===== src/rtl/mux_sched_pkg.sv =====
// Shared definitions for the round-robin mux scheduler: state codes and
// the pointer-wrap and rotating-priority helpers.
package mux_sched_pkg;

  localparam logic IDLE  = 1'b0;
  localparam logic GRANT = 1'b1;

  localparam int MAX_DEPTH = 32;

  typedef struct packed {
    logic       found;
    logic [5:0] idx;
  } pick_t;

  function automatic int next_ptr(input int sel, input int depth);
    return (sel >= depth - 1) ? 0 : sel + 1;
  endfunction

  // First requester at or after ptr, wrapping at depth-1 back to 0.
  function automatic pick_t rr_pick(input logic [MAX_DEPTH-1:0] req,
                                    input int ptr, input int depth);
    pick_t res;
    int    j;
    res = '0;
    for (int k = 0; k < MAX_DEPTH; k++) begin
      if (k < depth) begin
        j = ptr + k;
        if (j >= depth) j = j - depth;
        if (!res.found && req[j[4:0]]) begin
          res.found = 1'b1;
          res.idx   = 6'(j);
        end
      end
    end
    return res;
  endfunction

endpackage


===== src/rtl/mux_rr_sched_mux.sv =====
// Parameterized N:1 one-bit mux; select values at or above depth give 0.
module mux_rr_sched_mux #(
  parameter int width = 2,
  parameter int depth = 4
) (
  input  logic [depth-1:0] in,
  input  logic [width-1:0] sel,
  output logic             out
);

  always_comb begin
    out = 1'b0;
    for (int i = 0; i < depth; i++) begin
      if (int'(sel) == i) out = in[i];
    end
  end

endmodule


===== src/rtl/mux_rr_sched.sv =====
// Round-robin scheduler sharing one N:1 mux between depth requesters,
// forwarding up to burst beats per grant over a valid/ready output.
module mux_rr_sched
  import mux_sched_pkg::*;
#(
  parameter int width = 2,
  parameter int depth = 4,
  parameter int burst = 4
) (
  input  logic             clk,
  input  logic             rst,
  input  logic [depth-1:0] req,
  input  logic [depth-1:0] in,
  input  logic             out_ready,
  output logic             out_valid,
  output logic             out,
  output logic [width-1:0] sel,
  output logic [depth-1:0] gnt,
  output logic             last,
  output logic             busy
);

  localparam int CW = (burst > 1) ? $clog2(burst) : 1;

  generate
    if (depth > 2**width || depth < 2 || burst < 1) begin : g_param_err
      $error("mux_rr_sched: illegal parameters width=%0d depth=%0d burst=%0d",
             width, depth, burst);
    end
  endgenerate

  logic             state_q, state_d;
  logic [width-1:0] sel_q, sel_d;
  logic [width-1:0] ptr_q, ptr_d;
  logic [depth-1:0] gnt_q, gnt_d;
  logic [CW-1:0]    cnt_q, cnt_d;
  logic             reqAtSel;
  logic             muxOut;
  pick_t            pick;

  always_comb begin
    reqAtSel = 1'b0;
    for (int i = 0; i < depth; i++) begin
      if (int'(sel_q) == i) reqAtSel = req[i];
    end
  end

  mux_rr_sched_mux #(width, depth) u_mux (
    .in  (in),
    .sel (sel_q),
    .out (muxOut)
  );

  // A beat in flight during reset is suppressed so nothing transfers.
  assign busy      = (state_q == GRANT);
  assign out_valid = busy && reqAtSel && !rst;
  assign out       = out_valid & muxOut;
  assign last      = out_valid && (cnt_q == CW'(burst - 1));
  assign sel       = sel_q;
  assign gnt       = gnt_q;

  always_comb begin
    state_d = state_q;
    sel_d   = sel_q;
    ptr_d   = ptr_q;
    gnt_d   = gnt_q;
    cnt_d   = cnt_q;
    pick    = rr_pick(MAX_DEPTH'(req), int'(ptr_q), depth);
    if (state_q == IDLE) begin
      if (pick.found && (pick.idx < 6'(depth))) begin
        state_d = GRANT;
        sel_d   = width'(pick.idx);
        gnt_d   = depth'(1) << pick.idx;
        cnt_d   = '0;
      end
    end else if (!out_valid || (out_ready && last)) begin
      // Withdrawal or final burst beat: hand the pointer to the next requester.
      state_d = IDLE;
      gnt_d   = '0;
      ptr_d   = width'(next_ptr(int'(sel_q), depth));
    end else if (out_ready) begin
      cnt_d = cnt_q + CW'(1);
    end
  end

  always_ff @(posedge clk) begin
    if (rst) begin
      state_q <= IDLE;
      sel_q   <= '0;
      ptr_q   <= '0;
      gnt_q   <= '0;
      cnt_q   <= '0;
    end else begin
      state_q <= state_d;
      sel_q   <= sel_d;
      ptr_q   <= ptr_d;
      gnt_q   <= gnt_d;
      cnt_q   <= cnt_d;
    end
  end

endmodule

===== config.mk =====
export PLATFORM = sky130hd
export DESIGN_NAME = mux_rr_sched
export DESIGN_NICKNAME = d
export VERILOG_FILES = /design/src/rtl/mux_sched_pkg.sv /design/src/rtl/mux_rr_sched_mux.sv /design/src/rtl/mux_rr_sched.sv
export SDC_FILE = /design/constraint.sdc
export NUM_CORES = 1
export LEC_CHECK = 0
export BUFFER_PORTS_ARGS = -buffer_cell sky130_fd_sc_hd__buf_2
export CORE_AREA = 3 3 47 49
export CTS_BUF_LIST = sky130_fd_sc_hd__clkbuf_16
export CTS_CLUSTER_DIAMETER = 60
export DETAILED_ROUTE_END_ITERATION = 8
export DIE_AREA = 0 0 50 52
export PLACE_DENSITY = 0.73
export SYNTH_ARGS = -nofsm -noshare
export SYNTH_HDL_FRONTEND = slang
export SYNTH_SLANG_ARGS = --single-unit

===== constraint.sdc =====
create_clock -name clk -period 2.81 [get_ports clk]
set_input_delay 0.562 -clock clk [delete_from_list [all_inputs] [get_ports clk]]
set_output_delay 0.562 -clock clk [all_outputs]
set_load 0.01 [all_outputs]

; After elaboration in Yosys (flattened, before gate mapping)
; Cells that the tools add are included.
[op_classes]
n_shift = 1
add_sub_neg = 9
n_reduce_logical = 20
magnitude_cmp = 10
mux = 35
eq_ne = 7
bitwise_logic = 2
[ops]
columns = op, count
row1 = 7-bit 2-to-1 mux, 4
row2 = 5-bit by 6-bit < comparator with 1-bit output (second input constant), 4
row3 = 6-bit 2-to-1 mux, 4
row4 = 1-bit binary-select mux with 5-bit select, 4
row5 = 1-bit 2-to-1 mux, 15
row6 = 4-bit 2-to-1 mux, 3
row7 = 3-bit by 3-bit subtractor with 4-bit output (second input constant), 3
row8 = 2-bit 2-to-1 mux, 5
row9 = 3-bit >= comparator (second input constant), 3
row10 = 1-bit logical AND, 8
row11 = 2-bit by 2-bit adder with 3-bit output (second input constant), 2
row12 = 2-bit equality test (second input constant), 3
row13 = 6-bit by 3-bit < comparator with 1-bit output (second input constant), 1
row14 = 2-bit AND reduction, 3
row15 = 1-bit by 6-bit left shift with 4-bit output (first input constant), 1
row16 = 1-bit zero test, 5
row17 = 2-bit by 1-bit adder with 2-bit output (second input constant), 2
row18 = 2-bit inequality test (second input constant), 2
row19 = 2-bit by 3-bit subtractor with 4-bit output (second input constant), 1
row20 = 2-bit by 1-bit adder with 3-bit output (second input constant), 1
row21 = 2-bit by 3-bit >= comparator with 1-bit output (second input constant), 1
row22 = 3-bit AND reduction, 1
row23 = 2-bit by 1-bit equality test with 1-bit output (second input constant), 1
row24 = 2-bit >= comparator (second input constant), 1
row25 = other kinds (6), 6
[word_totals]
out_inout_bits = 10
register_bits = 11
wordCells = 89

; Logic depth before layout (Yosys ltp)
[depth]
word_depth = 18
mapped_depth = 8
depth_no_buf = 7

; Modules after synthesis
; A second synthesis with hierarchy kept.
[unflattened]
cells_unflattened = 104
area_unflattened_um2 = 944.7
[modules_own_cells]
columns = mod, n_inst, cells_per_inst, area_each_um2, seq_area_each_um2
row1 = mux_rr_sched, 1, 103, 922.1, 220.2
row2 = mux_rr_sched_mux, 1, 1, 22.5, 0.0

; Least setup slack after synthesis
; No wires, ideal clock.
[synth_path]
kind = register to output
startpoint = register sel_q[1], in the netlist sel[1]
endpoint = output out
path_slack_ns = 0.433
path_stages_with_launch = 7
path_buffers = 0
t_arrival_ns = 1.815
cell_sequence = dfxtp_1 > inv_1 > ha_1 > nand3b_1 > a221o_1 > a211oi_2 > and2_1
[synth_via]
elab_chain_cells = 8
[synth_rtl]
columns = item, line_no
row1 = start: declaration, mux_rr_sched.sv:33  ; logic [width-1:0] sel_q, sel_d;
row2 = start signal: assignment, mux_rr_sched.sv:95  ; sel_q <= sel_d;
row3 = 2-bit zero test, mux_rr_sched.sv:44  ; if (int'(sel_q) == i) reqAtSel = req[i];
row4 = 1-bit 2-to-1 mux (3 in a row), mux_rr_sched.sv:44
row5 = 1-bit 2-to-1 mux *, mux_rr_sched.sv:44
row6 = 1-bit logical AND * (2 in a row), mux_rr_sched.sv:56  ; assign out_valid = busy && reqAtSel && !rst;
row7 = named net out_valid, mux_rr_sched.sv:15  ; output logic out_valid,
row8 = 1-bit bitwise AND *, mux_rr_sched.sv:57  ; assign out = out_valid & muxOut;
row9 = end: declaration, mux_rr_sched.sv:16  ; output logic out,
; Mark *: on every way through the listed nets, which the timed path passes. The rest lies on a longest branch.

; Worst setup path in the final report
[layout_path]
startpoint = register sel_q[1], in the netlist sel[1]
endpoint = output out
[layout_via]
elab_chain_cells = 8
[layout_rtl]
columns = item, line_no
row1 = 2-bit zero test, "mux_rr_sched_mux.sv:14, mux_rr_sched.sv:44"
row2 = 1-bit 2-to-1 mux (4 in a row), mux_rr_sched.sv:44
row3 = 1-bit logical AND (2 in a row), mux_rr_sched.sv:56
row4 = 1-bit bitwise AND *, mux_rr_sched.sv:57
; Every way passes the cells marked *; elsewhere a longest branch is shown, timed or not.

==> run_results.csv <==
group,metric,value,unit
timing,finalCritPeriodShare,94.7,%
logic_synthesis,ys_types,42,
placement,dp_hpwl,1550,um
power_and_ir_drop,p_per_area,938,mW/mm^2
floorplanning,io-pin-count,21,
timing,clock.fmax,376,MHz
floorplanning,die-area,0.00260,mm^2
logic_synthesis,syn_inst,104,
logic_synthesis,syn_area_per_cell,8.84,um^2
layout,num-fill-cells,166,
placement,place.gp.congestion,0.860,
logic_synthesis,synth_top_area_share,23.9,%
placement,io_buffers,20,
floorplanning,row_count,16,
timing,fin_tns_setup,0,ps
detailed_routing,firstDrtPassIters,4,
global_route,grt_max_degree,13,
cts,numCtsBuffers,3,
timing,rsz0062_at_grt,"false",
global_route,first_global_vias,800,
timing,report.final.slew_viol_count,0,
global_route,grt_use_total,15.7,%
floorplanning,die_y,52,um
logic_synthesis,ys_ff_latch,11,
timing,fin_skew,2.26,ps
floorplanning,die_x,50,um
detailed_routing,vias,842,
cts,h-tree-depth,1,
global_route,antenna_found_initial,0,
power_and_ir_drop,p_leak,0.490,nW
timing,final-hold-violation-count,0,
timing,relSlewSlack,66.2,%
detailed_routing,wirelength,1960,um
detailed_routing,drc,0,
logic_synthesis,synth-seq-area-share,23.9,%
logic_synthesis,synth_edf_count,0,
hold_path,hp-class,"register to register",
detailed_routing,ant_nets,0,
detailed_routing,vias_per_cell,5.47,
logic_synthesis,synthArstFlopShare,0,%
detailed_routing,post_drt_wl_per_cell,12.7,um
power_and_ir_drop,peakVddDrop,0.000624,V
run_status,outcome,"completed",
timing,tightest_slew,508,ps
layout,final_core_util,59.5,%
worst_setup_path,crit_type,"register to output port",
logic_synthesis,synth.area.top_cells,"dfxtp_1 (24%), ha_1 (11%), nand2_1 (5.7%)",
worst_setup_path,endpoint_kind,"output port",
floorplanning,core_region_area,0.00190,mm^2
cts,clk_pin_slew_worst_paths,40,ps
layout,nNetsFinal,147,
floorplanning,start_util,48.4,%
cts,worst_skew_pair.late_latency,230,ps
logic_synthesis,netlist_top_cells_count,"nand2_1 (14), dfxtp_1 (11), ha_1 (8), inv_1 (8), a21oi_1 (7)",
logic_synthesis,synth_top_area_cell,"dfxtp_1",
worst_setup_path,arrival,2100,ps
logic_synthesis,synth_most_common_cell,"nand2_1",
cts,cts_buffer_depth,2,
layout,areaGrowthSynthToFinish,23.1,%
worst_setup_path,critPathMaxFanout,7,
logic_synthesis,synthesis.area,920,um^2
timing,setup_viol,0,
worst_setup_path,start_kind,"register",
logic_synthesis,ys_warn_count,0,
cts,cts_tree,"done",
logic_synthesis,synth_ff_type,"dfxtp_1",
detailed_routing,drtIter0Drc,15,
global_route,grt_pass1_wl,3230,um
layout,drive_gt1_share,26.8,%
logic_synthesis,syn_nets,123,
cts,clock_sinks,11,
global_route,globalRoute.totalOverflow,0,
cts,cts_hold_buf,0,
timing,finalCriticalPeriod,2660,ps
flow_run,cap_violations,0,
cts,root_buffer,"clkbuf_16",
worst_setup_path,required,2250,ps
layout,n_antenna_cell,0,
-- worst max-delay path, stage by stage, from the launching register on --
cell and delay (ps):
dfxtp_1 370, inv_1 100, ha_1 230, nand3b_1 170, a221o_1 350, a211oi_4 350, and2_1 170, buf_2 120
-- state kept, by name (all words and copies together), names as in the netlist --
signal,count
ptr_q,2
gnt,4
sel,2
cnt_q,2
busy,1
-- per-layer routing --
layer	up-vias	global-route usage, %	part of all wire, %
met3	2	1.72	4.0
met1	388	19.5	49
met5	-	0	0
met4	0	5.53	0.87
li1	436	-	-
met2	16	27.8	46
-- placed cells by master, fill, tap and decap left out, types with 2 or more instances in the layout --
cell       instances
clkbuf_16          3
mux2i_1            3
nand2_1           14
a211oi_1           2
o32ai_1            4
buf_4              2
and3_1             2
dfxtp_1           11
nor2_1             4
o21ai_0            4
a21o_2             2
mux2_1             2
a21oi_1            7
ha_1               8
buf_2             20
mux4_2             2
nand3b_1           3
and2_1             2
inv_1              9
-- area by class of cell --
cell class,count,area [um^2],area share [%]
clock inverters,1,3.75,0.331
well taps,27,33.8,2.98
inverters,8,30.0,2.65
repair buffers,22,115,10.2
flip-flops and latches,11,220,19.4
multi-input cells,82,654,57.8
clock buffers,3,75.1,6.63
-- cell families after synthesis --
family | after synthesis | synth area share (%)
flip-flops | 11 | 23.9
AND/OR/NAND/NOR | 32 | 17.8
buffers and inverters | 11 | 5.71
AO/OA/AOI/OAI | 34 | 28.2
adder cells (fa/ha/maj) | 8 | 10.9
multiplexers | 8 | 13.5
-- what timing repair did --
action                                  4_1_cts  5_1_grt
resized for setup                             0        1
buffers inserted                              0        0
endpoints found under the setup margin        0        2
hold endpoints to repair                      0        0
-- final timing paths --
kind	depth (start not counted)	to	from	slack, ps
worst max-delay path	7	out	sel[1]	150
worst min-delay path	2	gnt[1]	gnt[1]	460
worst max register to register	7	gnt[0]	sel[1]	630
worst min register to register	2	gnt[1]	gnt[1]	460
-- through the flow --
| step | setup WS (ps) | std cells | cell area, um^2 | total power [W] | hold WS [ps] |
|---|---|---|---|---|---|
| after floorplan | 433 | 104 | 920 | 0.000672 | 433 |
| after global placement | 392 | 150 | 1050 | 0.000794 | 450 |
| after detailed placement | 346 | 150 | 1050 | 0.000805 | 454 |
| after CTS | 85.3 | 154 | 1120 | 0.00106 | 466 |
| after global routing | 19.5 | 154 | 1130 | 0.00114 | 480 |
| final | 148 | 154 | 1130 | 0.00106 | 463 |
-- report_power, final --
part           total (W)  switching [W]  leakage (nW)  internal, W
sequential      0.000231      0.0000305        0.0901     0.000200
clock           0.000249      0.0000632        0.0423     0.000186
combinational   0.000582       0.000321         0.357     0.000261
total            0.00106       0.000415         0.490     0.000648
(Power assumes the default switching activity.)
